$ cat config.mk
export PLATFORM = sky130hd
export DESIGN_NAME = mag_comp_arb
export DESIGN_NICKNAME = d
export VERILOG_FILES = /design/src/rtl/mag_comp_arb.sv
export SDC_FILE = /design/constraint.sdc
export NUM_CORES = 1
export LEC_CHECK = 0
export BUFFER_PORTS_ARGS = -buffer_cell sky130_fd_sc_hd__buf_2
export CELL_PAD_IN_SITES_DETAIL_PLACEMENT = 0
export CELL_PAD_IN_SITES_GLOBAL_PLACEMENT = 1
export CORE_MARGIN = 3
export CORE_UTILIZATION = 33
export CTS_BUF_LIST = sky130_fd_sc_hd__clkbuf_2
export DETAILED_ROUTE_END_ITERATION = 10
export PLACE_DENSITY_LB_ADDON = 0.1
export SYNTH_ARGS = -nofsm -noshare
export SYNTH_HDL_FRONTEND = slang
export SYNTH_SLANG_ARGS = --single-unit
$ cat constraint.sdc
create_clock -name clk -period 1.3 [get_ports clk]
set_input_delay 0.195 -clock clk [delete_from_list [all_inputs] [get_ports clk]]
set_output_delay 0.195 -clock clk [all_outputs]
set_load 0.05 [all_outputs]
$ cat src/rtl/mag_comp_arb.sv
// mag_comp_arb: round-robin arbiter sharing one unsigned magnitude comparator among R requesters
module mag_comp_arb #(
    parameter int N    = 4,
    parameter int R    = 4,
    parameter int ID_W = 2
) (
    input  logic            clk,
    input  logic            rst,
    input  logic [R-1:0]    req,
    input  logic [R*N-1:0]  a_in,
    input  logic [R*N-1:0]  b_in,
    output logic [R-1:0]    gnt,
    output logic            busy,
    output logic            res_valid,
    output logic [ID_W-1:0] res_id,
    output logic            e,
    output logic            g,
    output logic            l
);
    typedef enum logic [1:0] {IDLE, CMP, DONE} state_t;
    state_t          state;
    logic [ID_W-1:0] ptr, win, sel;
    logic [N-1:0]    a_q, b_q;
    // Scan from the far end back toward ptr so the requester closest to ptr wins.
    always_comb begin
        sel = ptr;
        for (int k = R - 1; k >= 0; k--)
            if (req[(int'(ptr) + k) % R]) sel = ID_W'((int'(ptr) + k) % R);
    end
    always_ff @(posedge clk) begin
        if (rst) begin
            state     <= IDLE;
            ptr       <= '0;
            win       <= '0;
            a_q       <= '0;
            b_q       <= '0;
            gnt       <= '0;
            busy      <= 1'b0;
            res_valid <= 1'b0;
            res_id    <= '0;
            e         <= 1'b0;
            g         <= 1'b0;
            l         <= 1'b0;
        end else begin
            case (state)
                IDLE: if (|req) begin
                    state <= CMP;
                    win   <= sel;
                    a_q   <= a_in[sel*N +: N];
                    b_q   <= b_in[sel*N +: N];
                    gnt   <= R'(1) << sel;
                    busy  <= 1'b1;
                end
                CMP: begin
                    state     <= DONE;
                    gnt       <= '0;
                    res_valid <= 1'b1;
                    res_id    <= win;
                    e         <= a_q == b_q;
                    g         <= a_q > b_q;
                    l         <= a_q < b_q;
                    ptr       <= (int'(win) == R - 1) ? '0 : win + 1'b1;
                end
                default: begin
                    state     <= IDLE;
                    busy      <= 1'b0;
                    res_valid <= 1'b0;
                end
            endcase
        end
    end
endmodule

==> flow_summary.yaml <==
outcome:
  status: "finished with violations"
  violations: "negative setup slack"
routing:
  dr_total_vias: 1371
  wl_per_cell_um: 14.4
  detail_route.first_pass.iterations: 4
  viasPerCell: 5.12
  ant_nets: 0
  totalWireLength_um: 3850
  drt_drc_violations_left: 0
  initialDrtViolationCount: 29
critical_path:
  timing.reg2reg.worst_path_depth: 7
  crit-reg2reg-launch: "b_q[1]$_SDFFE_PP0P_"
  reg2reg_slack_ns: -0.21
  reg2reg_to: "l$_SDFFE_PP0P_"
  worst_ep_arrival_time_ns: 1.84
  timing_worst_setup_path_type: "reg -> reg"
  critical_path.endpoint_type: "flop"
  critical_path_peak_fanout: 2
  critical_path_required_ns: 1.62
  cp-start-kind: "flop"
place:
  place_inst: 250
  placed_cell_area_um2: 1730
  dpl_worst_slack_ns: -0.366
  portBuffers: 48
  place.gp.congestion: 0.842
  dp.final_hpwl_um: 2470
power:
  power.share.clock_pct: 14.4
  p_int_mw: 1.45
  power.share.combinational_pct: 45.4
  power_per_cell_area_nw_per_um2: 1080
  share_seq_of_total_power_pct: 40.3
  power.share.switching_pct: 35.8
  total_power_mw: 2.26
  netSwitchingPower_mw: 0.812
  power.static_leakage_nw: 0.926
  ir_drop_mv: 0.673
yosys:
  yosysSeqAreaShare_pct: 37.7
  post-synth-top-area-cell: "dfxtp_1"
  netlist.area_leader.share_pct: 37.7
  avgSynthCellArea_um2: 9.27
  synthesis.nets: 186
  top_post_synthesis_cells_by_area: "dfxtp_1, mux2i_1, o221ai_1"
  post_synth_arst_share_pct: 0
  synth-edff-count: 0
  post_synth_num_cell_types: 32
  ys_seq_elements: 25
  netlist_instances: 143
  mappedNetlistArea_um2: 1330
  synthFlopType: "dfxtp_1"
  yosys_warnings: 0
clock_tree:
  cts_buffers: 3
  post_cts_hold_buffer_count: 0
  clk_pin_slew_worst_paths_ns: 0.26
  cts_tree: "built"
  cts-htree-levels: 1
  clock_sink_count: 25
  clk-insertion-delay-late_ns: 0.36
  cts_root_buffer: "clkbuf_2"
  clockBufferDepth: 2
timing:
  clock_skew_ns: 0.00832
  final.period_utilization_pct: 116
  grt_setup_unrepaired: "true"
  post-route-min-period_ns: 1.51
  max_freq_mhz: 661
  report.final.slew_viol_count: 0
  final-setup-viol-count: 17
  max-slew-margin-rel_pct: 78.5
  fin_ws_ns: -0.213
  worstMarginPinSlew_ns: 0.321
  timing.setup.tns_ns: -2.13
  hold_slack_ns: 0.106
  finalHoldViolCount: 0
final_layout:
  final_design_area_no_fill_um2: 2090
  finalCoreUtilization_pct: 55.5
  drive_gt1_share_pct: 53.2
  finish.net_count: 264
  areaGrowthSynthToFinish_pct: 57.9
  diodes: 0
  finalNonFillerCells: 268
floorplan:
  die_x_um: 69.4
  rows: 22
  core_region_area_um2: 3770
  area_enclosed_by_the_die_boundary_um2: 4820
  initial_utilization_pct: 35.2
  ioPinCount: 49
  fp.dieH_um: 69.4
global_routing:
  grt_pass1_vias: 1303
  grt_start_max_net_pins: 25
  grt_pass1_wl_um: 6050
  antenna_found_initial: 0
  grt_use_total_pct: 15.3
  grt_remaining_overflow: 0
worst_hold_path:
  holdCritPathClass: "in -> reg"
  holdPathEnd: "a_q[3]$_SDFFE_PP0P_"
  holdPathStages: 3
  hold_path_startpoint: "a_in[11]"
flow_run:
  maxCapViolations: 0
[Yosys cell counts, types with 2 or more instances]
cell type,n
a21oi_1,9
or3_1,2
o21a_1,2
nor3_1,5
o21ai_0,2
a21oi_2,2
nor2_1,11
mux2i_1,18
buf_6,2
nand3b_1,9
nand2_2,2
inv_1,5
clkbuf_1,3
nand3_1,4
o21ai_1,2
nand2_1,8
ha_1,5
dfxtp_1,25
nor2b_1,7
o221ai_1,8
[cell usage in the layout, fill, tap and decap left out, types with 3 or more instances in the layout]
cell type,Yosys,layout
o221ai_1,8,7
a21oi_1,9,8
nand3b_1,9,9
nor3_1,5,3
buf_2,0,48
buf_6,2,10
inv_1,5,3
dfxtp_2,0,4
ha_1,5,4
nand3_1,4,4
nor2_1,11,11
clkbuf_2,0,3
buf_4,1,19
nor2b_1,7,4
mux2i_1,18,16
nand2_1,8,8
dfxtp_1,25,20
[cells by family (layout without fill, tap and decap cells)]
group                      count (synthesis)  after routing  synth area share (%)
buffers and inverters                     12             88                  4.81
DFF                                       25             25                  37.7
AOI/OAI and AO/OA                         32             33                  18.1
adders and majority gates                  5              5                  4.72
muxes                                     18             18                  13.6
and+or+nand+nor                           51             51                  21.0
[power by group through the flow]
stage / sequential, mW / combinational (mW) / clock, mW
floorplan: 1.03 / 0.398 / 0
global placement: 0.919 / 0.733 / 0
detailed placement: 0.921 / 0.743 / 0
CTS: 0.910 / 0.914 / 0.327
global route: 0.925 / 1.11 / 0.364
finish: 0.912 / 1.03 / 0.325
[registers in the layout, indices dropped and copies added (netlist names)]
name / flops
res_id: 2
e: 1
state: 2
a_q: 4
g: 1
gnt: 4
res_valid: 1
l: 1
busy: 1
b_q: 4
ptr: 2
win: 2
[area by class of cell]
cell class / count / area [µm²]
fill: 326 / 1680
clock buffer: 3 / 15.0
multi-input combinational: 107 / 943
clock inverter: 1 / 5.00
inverter: 5 / 21.3
tap: 48 / 60.1
sequential: 25 / 509
timing repair buffer: 79 / 541
[worst max-delay path, cell delays in order, from the launching register on]
cell and delay, ns:
dfxtp_2 0.40, inv_2 0.05, ha_4 0.21, nor2b_4 0.12, o21a_1 0.17, o21a_1 0.18, o31ai_1 0.22, nor2b_1 0.15
[worst max-delay path by stage]
stage / start / end / slack, ns / depth (start not counted)
CTS: b_q[1]$_SDFFE_PP0P_ / l$_SDFFE_PP0P_ / -0.20 / 7
global route: b_q[1]$_SDFFE_PP0P_ / l$_SDFFE_PP0P_ / -0.32 / 7
global placement: req[2] / gnt[3]$_SDFFE_PP0P_ / -0.30 / 6
finish: b_q[1]$_SDFFE_PP0P_ / l$_SDFFE_PP0P_ / -0.21 / 7
floorplan: b_q[1]$_SDFFE_PP0P_ / l$_SDFFE_PP0P_ / -0.13 / 7
detailed placement: req[2] / gnt[3]$_SDFFE_PP0P_ / -0.37 / 6
[timing repair]
action / CTS / global route
pin swaps: 13 / 15
setup buffers: 10 / 2
endpoints found under the setup margin: 17 / 18
gates cloned: 1 / 1
gates resized for setup: 24 / 20
[per-layer routing]
metal	track usage (%)	wire length, µm	up-vias
met2	25.8	1850	40
met3	2.32	243	2
met5	0	0	-
met4	4.34	23	0
met1	20.1	1730	644
li1	-	-	685
No activity file was read; power rests on OpenSTA's default activity.
